**src/rtl/vga_sram_pkg.sv**
```systemverilog
// Shared types and defaults for the VGA / cellular-automaton SRAM arbiter.
package vga_sram_pkg;

  localparam int ADDR_W_DEF = 18;
  localparam int DATA_W_DEF = 16;

  typedef enum logic [1:0] {S_IDLE, S_READ, S_WRITE, S_TURN} state_t;
  typedef enum logic [1:0] {TAG_NONE, TAG_VGA, TAG_CA} tag_t;
  typedef enum logic {RR_READ, RR_WRITE} rr_t;
  typedef enum logic [1:0] {WIN_NONE, WIN_RD, WIN_WR} win_t;

endpackage

```
**src/rtl/rr_arb2.sv**
```systemverilog
// Two-way round-robin picker between CA read and CA write; the history bit lives in the parent.
module rr_arb2
  import vga_sram_pkg::*;
(
  input  logic rd,
  input  logic wr,
  input  rr_t  rr_last,
  output win_t winner
);

  always_comb begin
    winner = WIN_NONE;
    if (rd && wr) begin
      winner = (rr_last == RR_WRITE) ? WIN_RD : WIN_WR;
    end else if (rd) begin
      winner = WIN_RD;
    end else if (wr) begin
      winner = WIN_WR;
    end
  end

endmodule

```
**src/rtl/vga_sram_arbiter.sv**
```systemverilog
// Shares one async SRAM between VGA pixel fetch (absolute priority) and CA read/write (round-robin).
// Optional stall counters are built when ARB_STALL_STATS_EN is defined.
module vga_sram_arbiter
  import vga_sram_pkg::*;
#(
  parameter int ADDR_W = ADDR_W_DEF,
  parameter int DATA_W = DATA_W_DEF
) (
  input  logic              iCLK,
  input  logic              iRST_N,
  input  logic              iVGA_Req,
  input  logic [19:0]       iVGA_Addr,
  output logic [DATA_W-1:0] oVGA_Data,
  input  logic              iRD_Valid,
  output logic              oRD_Ready,
  input  logic [ADDR_W-1:0] iRD_Addr,
  output logic [DATA_W-1:0] oRD_Data,
  output logic              oRD_DValid,
  input  logic              iWR_Valid,
  output logic              oWR_Ready,
  input  logic [ADDR_W-1:0] iWR_Addr,
  input  logic [DATA_W-1:0] iWR_Data,
  output logic [ADDR_W-1:0] oSRAM_ADDR,
  output logic [DATA_W-1:0] oSRAM_DQ,
  output logic              oSRAM_DQ_OE,
  input  logic [DATA_W-1:0] iSRAM_DQ,
  output logic              oSRAM_WE_N,
  output logic              oSRAM_OE_N,
  output logic              oSRAM_CE_N
`ifdef ARB_STALL_STATS_EN
  ,
  input  logic              iStat_Clr,
  output logic [15:0]       oWR_Stall_Cnt,
  output logic [15:0]       oRD_Stall_Cnt
`endif
);

  state_t            state_q, state_d;
  rr_t               rr_last_q, rr_last_d;
  logic [ADDR_W-1:0] sram_addr_q, sram_addr_d;
  logic [DATA_W-1:0] sram_dq_q, sram_dq_d;
  logic              we_n_q, we_n_d, oe_n_q, oe_n_d, ce_n_q, ce_n_d, dq_oe_q, dq_oe_d;
  tag_t              tag0_q, tag0_d, tag1_q, tag1_d;
  logic [DATA_W-1:0] vga_data_q, vga_data_d, rd_data_q, rd_data_d;
  logic              rd_ready, wr_ready;
  win_t              winner;
  logic              unused_vga_hi;

  assign unused_vga_hi = ^iVGA_Addr[19:ADDR_W];

  rr_arb2 u_rr_arb2 (
    .rd      (iRD_Valid),
    .wr      (iWR_Valid),
    .rr_last (rr_last_q),
    .winner  (winner)
  );

  // A write that wins while a read is on the pins first spends one cycle in S_TURN.
  always_comb begin
    state_d     = S_IDLE;
    rr_last_d   = rr_last_q;
    sram_addr_d = sram_addr_q;
    sram_dq_d   = sram_dq_q;
    tag0_d      = TAG_NONE;
    rd_ready    = 1'b0;
    wr_ready    = 1'b0;
    if (iVGA_Req) begin
      state_d     = S_READ;
      sram_addr_d = iVGA_Addr[ADDR_W-1:0];
      tag0_d      = TAG_VGA;
    end else begin
      case (winner)
        WIN_RD: begin
          state_d     = S_READ;
          sram_addr_d = iRD_Addr;
          tag0_d      = TAG_CA;
          rd_ready    = 1'b1;
          rr_last_d   = RR_READ;
        end
        WIN_WR: begin
          if (state_q != S_READ) begin
            state_d     = S_WRITE;
            sram_addr_d = iWR_Addr;
            sram_dq_d   = iWR_Data;
            wr_ready    = 1'b1;
            rr_last_d   = RR_WRITE;
          end else begin
            state_d = S_TURN;
          end
        end
        default: state_d = S_IDLE;
      endcase
    end

    oe_n_d  = (state_d != S_READ);
    we_n_d  = (state_d != S_WRITE);
    ce_n_d  = !((state_d == S_READ) || (state_d == S_WRITE));
    dq_oe_d = (state_d == S_WRITE);

    // tag0 describes the cycle on the pins, so it selects where the sampled DQ goes.
    tag1_d     = tag0_q;
    vga_data_d = (tag0_q == TAG_VGA) ? iSRAM_DQ : vga_data_q;
    rd_data_d  = (tag0_q == TAG_CA) ? iSRAM_DQ : rd_data_q;
  end

  always_ff @(posedge iCLK or negedge iRST_N) begin
    if (!iRST_N) begin
      state_q     <= S_IDLE;
      rr_last_q   <= RR_WRITE;
      sram_addr_q <= '0;
      sram_dq_q   <= '0;
      we_n_q      <= 1'b1;
      oe_n_q      <= 1'b1;
      ce_n_q      <= 1'b1;
      dq_oe_q     <= 1'b0;
      tag0_q      <= TAG_NONE;
      tag1_q      <= TAG_NONE;
      vga_data_q  <= '0;
      rd_data_q   <= '0;
    end else begin
      state_q     <= state_d;
      rr_last_q   <= rr_last_d;
      sram_addr_q <= sram_addr_d;
      sram_dq_q   <= sram_dq_d;
      we_n_q      <= we_n_d;
      oe_n_q      <= oe_n_d;
      ce_n_q      <= ce_n_d;
      dq_oe_q     <= dq_oe_d;
      tag0_q      <= tag0_d;
      tag1_q      <= tag1_d;
      vga_data_q  <= vga_data_d;
      rd_data_q   <= rd_data_d;
    end
  end

  assign oRD_Ready   = rd_ready;
  assign oWR_Ready   = wr_ready;
  assign oVGA_Data   = vga_data_q;
  assign oRD_Data    = rd_data_q;
  assign oRD_DValid  = (tag1_q == TAG_CA);
  assign oSRAM_ADDR  = sram_addr_q;
  assign oSRAM_DQ    = sram_dq_q;
  assign oSRAM_DQ_OE = dq_oe_q;
  assign oSRAM_WE_N  = we_n_q;
  assign oSRAM_OE_N  = oe_n_q;
  assign oSRAM_CE_N  = ce_n_q;

`ifdef ARB_STALL_STATS_EN
  logic [15:0] wr_stall_q, wr_stall_d, rd_stall_q, rd_stall_d;

  // Saturating counts of cycles a CA port waits; clear wins over counting.
  always_comb begin
    wr_stall_d = wr_stall_q;
    rd_stall_d = rd_stall_q;
    if (iStat_Clr) begin
      wr_stall_d = '0;
      rd_stall_d = '0;
    end else begin
      if (iWR_Valid && !wr_ready && (wr_stall_q != 16'hFFFF)) wr_stall_d = wr_stall_q + 16'd1;
      if (iRD_Valid && !rd_ready && (rd_stall_q != 16'hFFFF)) rd_stall_d = rd_stall_q + 16'd1;
    end
  end

  always_ff @(posedge iCLK or negedge iRST_N) begin
    if (!iRST_N) begin
      wr_stall_q <= '0;
      rd_stall_q <= '0;
    end else begin
      wr_stall_q <= wr_stall_d;
      rd_stall_q <= rd_stall_d;
    end
  end

  assign oWR_Stall_Cnt = wr_stall_q;
  assign oRD_Stall_Cnt = rd_stall_q;
`endif

endmodule

```
**config.mk**
```make
export PLATFORM = sky130hd
export DESIGN_NAME = vga_sram_arbiter
export DESIGN_NICKNAME = d
export VERILOG_FILES = /design/src/rtl/vga_sram_pkg.sv /design/src/rtl/rr_arb2.sv /design/src/rtl/vga_sram_arbiter.sv
export SDC_FILE = /design/constraint.sdc
export NUM_CORES = 1
export LEC_CHECK = 0
export BUFFER_PORTS_ARGS = -buffer_cell sky130_fd_sc_hd__clkbuf_2
export CORE_MARGIN = 2
export CORE_UTILIZATION = 46
export DETAILED_ROUTE_END_ITERATION = 6
export PLACE_DENSITY_LB_ADDON = 0.2
export SLEW_MARGIN = 20
export SYNTH_ARGS = -nofsm -noshare
export SYNTH_HDL_FRONTEND = slang
export SYNTH_HIERARCHICAL = 1
export SYNTH_SLANG_ARGS = --single-unit
```
**constraint.sdc**
```tcl
create_clock -name iCLK -period 2.5 [get_ports iCLK]
set_input_delay 0.375 -clock iCLK [delete_from_list [all_inputs] [get_ports iCLK]]
set_output_delay 0.375 -clock iCLK [all_outputs]
set_load 0.1 [all_outputs]
```
==> results.md <==
* Worst Path Required at 2.12 ns
* Critical path buffer and inverter count at 4
* Antenna violations before repair at 0
* Failing checks: hold timing
* Area of the mapped netlist at 0.00335 sq mm
* Syn nets at 366
* Max Cap Viol at 0
* Clk sinks at 77
* Crit start category: flip-flop
* GRT Total Usage at 19.3%
* Root Buffer: clkbuf_8
* Clk_skew at 0.00785 ns
* Nets at 535
* Area after DPL at 0.00429 sq mm
* Number of global-route vias before repair at 2,561
* Cell taking the most area after synthesis: dfrtp_1
* Routed WL at 7710 um
* Register area at 0.00193 sq mm
* Post-synth ARST share at 100%
* Area of the multi-input gates at 0.00123 sq mm
* Cts-stage hold buffer count at 0
* Peak VDD IR at 1110 uV
* Post-route cell area at 0.00454 sq mm
* Inserted Clock Buffers at 9
* RSZ-0062 raised after global routing: false
* Worst hold path type: in2async
* First DRT Iteration DRCs at 92
* Critical path capture point type: output pin
* Fmax at 0.437 GHz
* Worst-Margin Slew at 0.564 ns
* # DRC at 0
* TritonCTS clock tree: done
* Rows at 31
* # fillers at 622
* Placed instance count at 519
* Most frequent CP cell: inv_1
* Global-route wire length before repair at 11,800 um
* Worst Path Arrival at 1.91 ns
* Seq/Total Area, Yosys at 57.7%
* Max-slew headroom at 62.6%
* Max Slew Vio Count at 0
* Pin count of the biggest net entering global routing at 41
* Primary FF master, synth: dfrtp_1
* Tmin final at 2.29 ns
* Crit path cell chain: inv_1, a21boi_2, inv_1, ha_1, nand2b_4, inv_2, and2_4, buf_12
* Top Family by Delay on Critical Path: flip-flops
* Crit-path max FO at 6
* Period Utilization, post-route at 91.6%
* Worst-Skew Late Latency at 0.33 ns
* Gp weighted congestion at 0.724
* Commonest cells post-synth: dfrtp_1 (73), mux2_2 (39), inv_1 (22), a21oi_1 (19)
* Vias after detailed routing at 2,714
* Overall die width at 89.3 um
* Final setup violation count at 0
* Initial Util at 46.9%
* Finished Layout Cells at 539
* Fin Hold WS at -0.00812 ns
* Via density at 5.04
* Status: finished with violations
* Crit Path Class: reg2out
* Port Buf Inserts at 163
* Number of enable flip-flop cells after synthesis at 0
* Share of cells above drive strength 1 at 56.6%
* Die area at 0.00797 sq mm
* TNS Setup at 0 ns
* R2R Setup Slk at 0.40 ns
* Count leader, synth: dfrtp_1
* Core Footprint at 0.00714 sq mm
* Cell variety after synth at 31
* Die height at 89.3 um
* Antenna-violating nets left at 0
* DPL Wire Length at 5620 um
* Top cell type's share of synthesized area at 54.6%
* Cells after Synth at 267
* Syn_area_per_cell at 12.5 sq um
* Io pins at 166
* CTS Buffer Depth at 2
* Power per cell area at 1460 mW/mm^2
* Avg WL per Cell at 14.3 um
* Htree depth at 3
* Clock transition at path regs at 0.08 ns
* Flop and latch count out of synthesis at 77
* Grt ovf at 0
* CP max-delay cell: dfstp_2
* DR pass1 iterations at 4
* Diode count at 0
* Syn. warnings at 6
* CP peak stage delay at 0.54 ns
* Largest cells by area after synthesis: dfrtp_1 (55%), mux2_2 (13%), a32oi_1 (4.5%), mux2_4 (4.0%), dfstp_2 (3.1%)
* Area grow syn2layout at 35.6%
* Final Hold Vio Count at 6
* P_leak at 0.00230 uW
## cell usage in the layout, fill, tap and decap left out, types with 2 or more instances in the layout
| cell | instances |
|---|---|
| a21oi_1 | 19 |
| a32oi_1 | 17 |
| buf_12 | 2 |
| buf_4 | 15 |
| bufinv_16 | 2 |
| clkbuf_1 | 2 |
| clkbuf_2 | 161 |
| clkbuf_8 | 9 |
| dfrtp_1 | 73 |
| dfstp_2 | 4 |
| ha_1 | 6 |
| inv_1 | 22 |
| mux2_2 | 39 |
| mux2_4 | 9 |
| nand2b_1 | 3 |
| nand3_1 | 17 |
| nor2_1 | 4 |
| nor2b_1 | 3 |
| o21ai_0 | 16 |
| o21bai_1 | 2 |
## routing by layer
metal	global-route usage [%]	routed length (um)	share of wire, %
met1	25.0	3310	43
met2	30.8	3760	49
met3	4.71	514	6.7
met4	8.96	127	1.6
met5	0	0	0
## cell families (layout without fill, tap and decap cells)
group                      Yosys count  count (layout)  share of synthesized area (%)
AOI/OAI and AO/OA                   60              60                           11.5
adders and majority gates            6               6                           2.24
buffers and inverters               43             216                           5.68
DFF                                 77              77                           57.7
muxes                               49              49                           17.5
and+or+nand+nor                     32              32                           5.38
## final timing paths
path,startpoint,to,cells past startpoint
setup reg to reg,rr_last_q,oSRAM_ADDR[11],9
min in group iCLK,iVGA_Addr[17],oSRAM_ADDR[17],3
hold / removal,iRST_N,oSRAM_DQ[10],1
max in group asynchronous,iRST_N,rr_last_q,2
setup / recovery,rr_last_q,oWR_Ready,8
hold reg to reg,tag0_q[0],tag1_q[0],0
## per-stage QoR
stage / util [%] / setup WS [ns] / total power [uW]
final: 63.6 / 0.211 / 6630
after global routing: 63.6 / 0.0839 / 6890
after CTS: 63.0 / 0.0641 / 6670
after detailed placement: 60.1 / 0.324 / 5670
after global placement: 60.1 / 0.379 / 5630
after floorplan: - / 0.332 / 5030
## layout make-up
type / instances / area share (%)
flip-flops and latches: 77 / 42.6
multi-input cells: 147 / 27.1
repair buffers: 178 / 21.1
well taps: 99 / 2.73
inverters: 23 / 1.90
clock buffers: 11 / 2.90
clock inverters: 4 / 1.63
## worst register-to-register path: stages (launching register included)
cell      delay [ns]
dfstp_2         0.54
inv_1           0.05
a21boi_2        0.18
inv_1           0.06
ha_1            0.26
buf_4           0.20
nor2_1          0.20
buf_4           0.24
o21ai_0         0.10
a32oi_1         0.21
## state kept, by name (all words and copies together) (netlist names)
register,flops
rr_last_q,1
oSRAM_WE_N,1
oVGA_Data,16
oSRAM_DQ_OE,1
tag1_q,2
oSRAM_ADDR,18
tag0_q,2
oSRAM_CE_N,1
state_q,2
oSRAM_DQ,16
oRD_Data,16
oSRAM_OE_N,1
## power breakdown
part | total, uW | internal [uW] | switching [uW]
logic | 3830 | 678 | 3150
clock network | 991 | 558 | 433
registers | 1810 | 1620 | 183
total | 6630 | 2860 | 3770
## what timing repair did
action	CTS	global route
gates resized for setup	1	0
setup endpoints to repair	1	1
buffers inserted	0	5
pin swaps	0	0
gates cloned	0	0
Power figures use the tool's default switching activity.
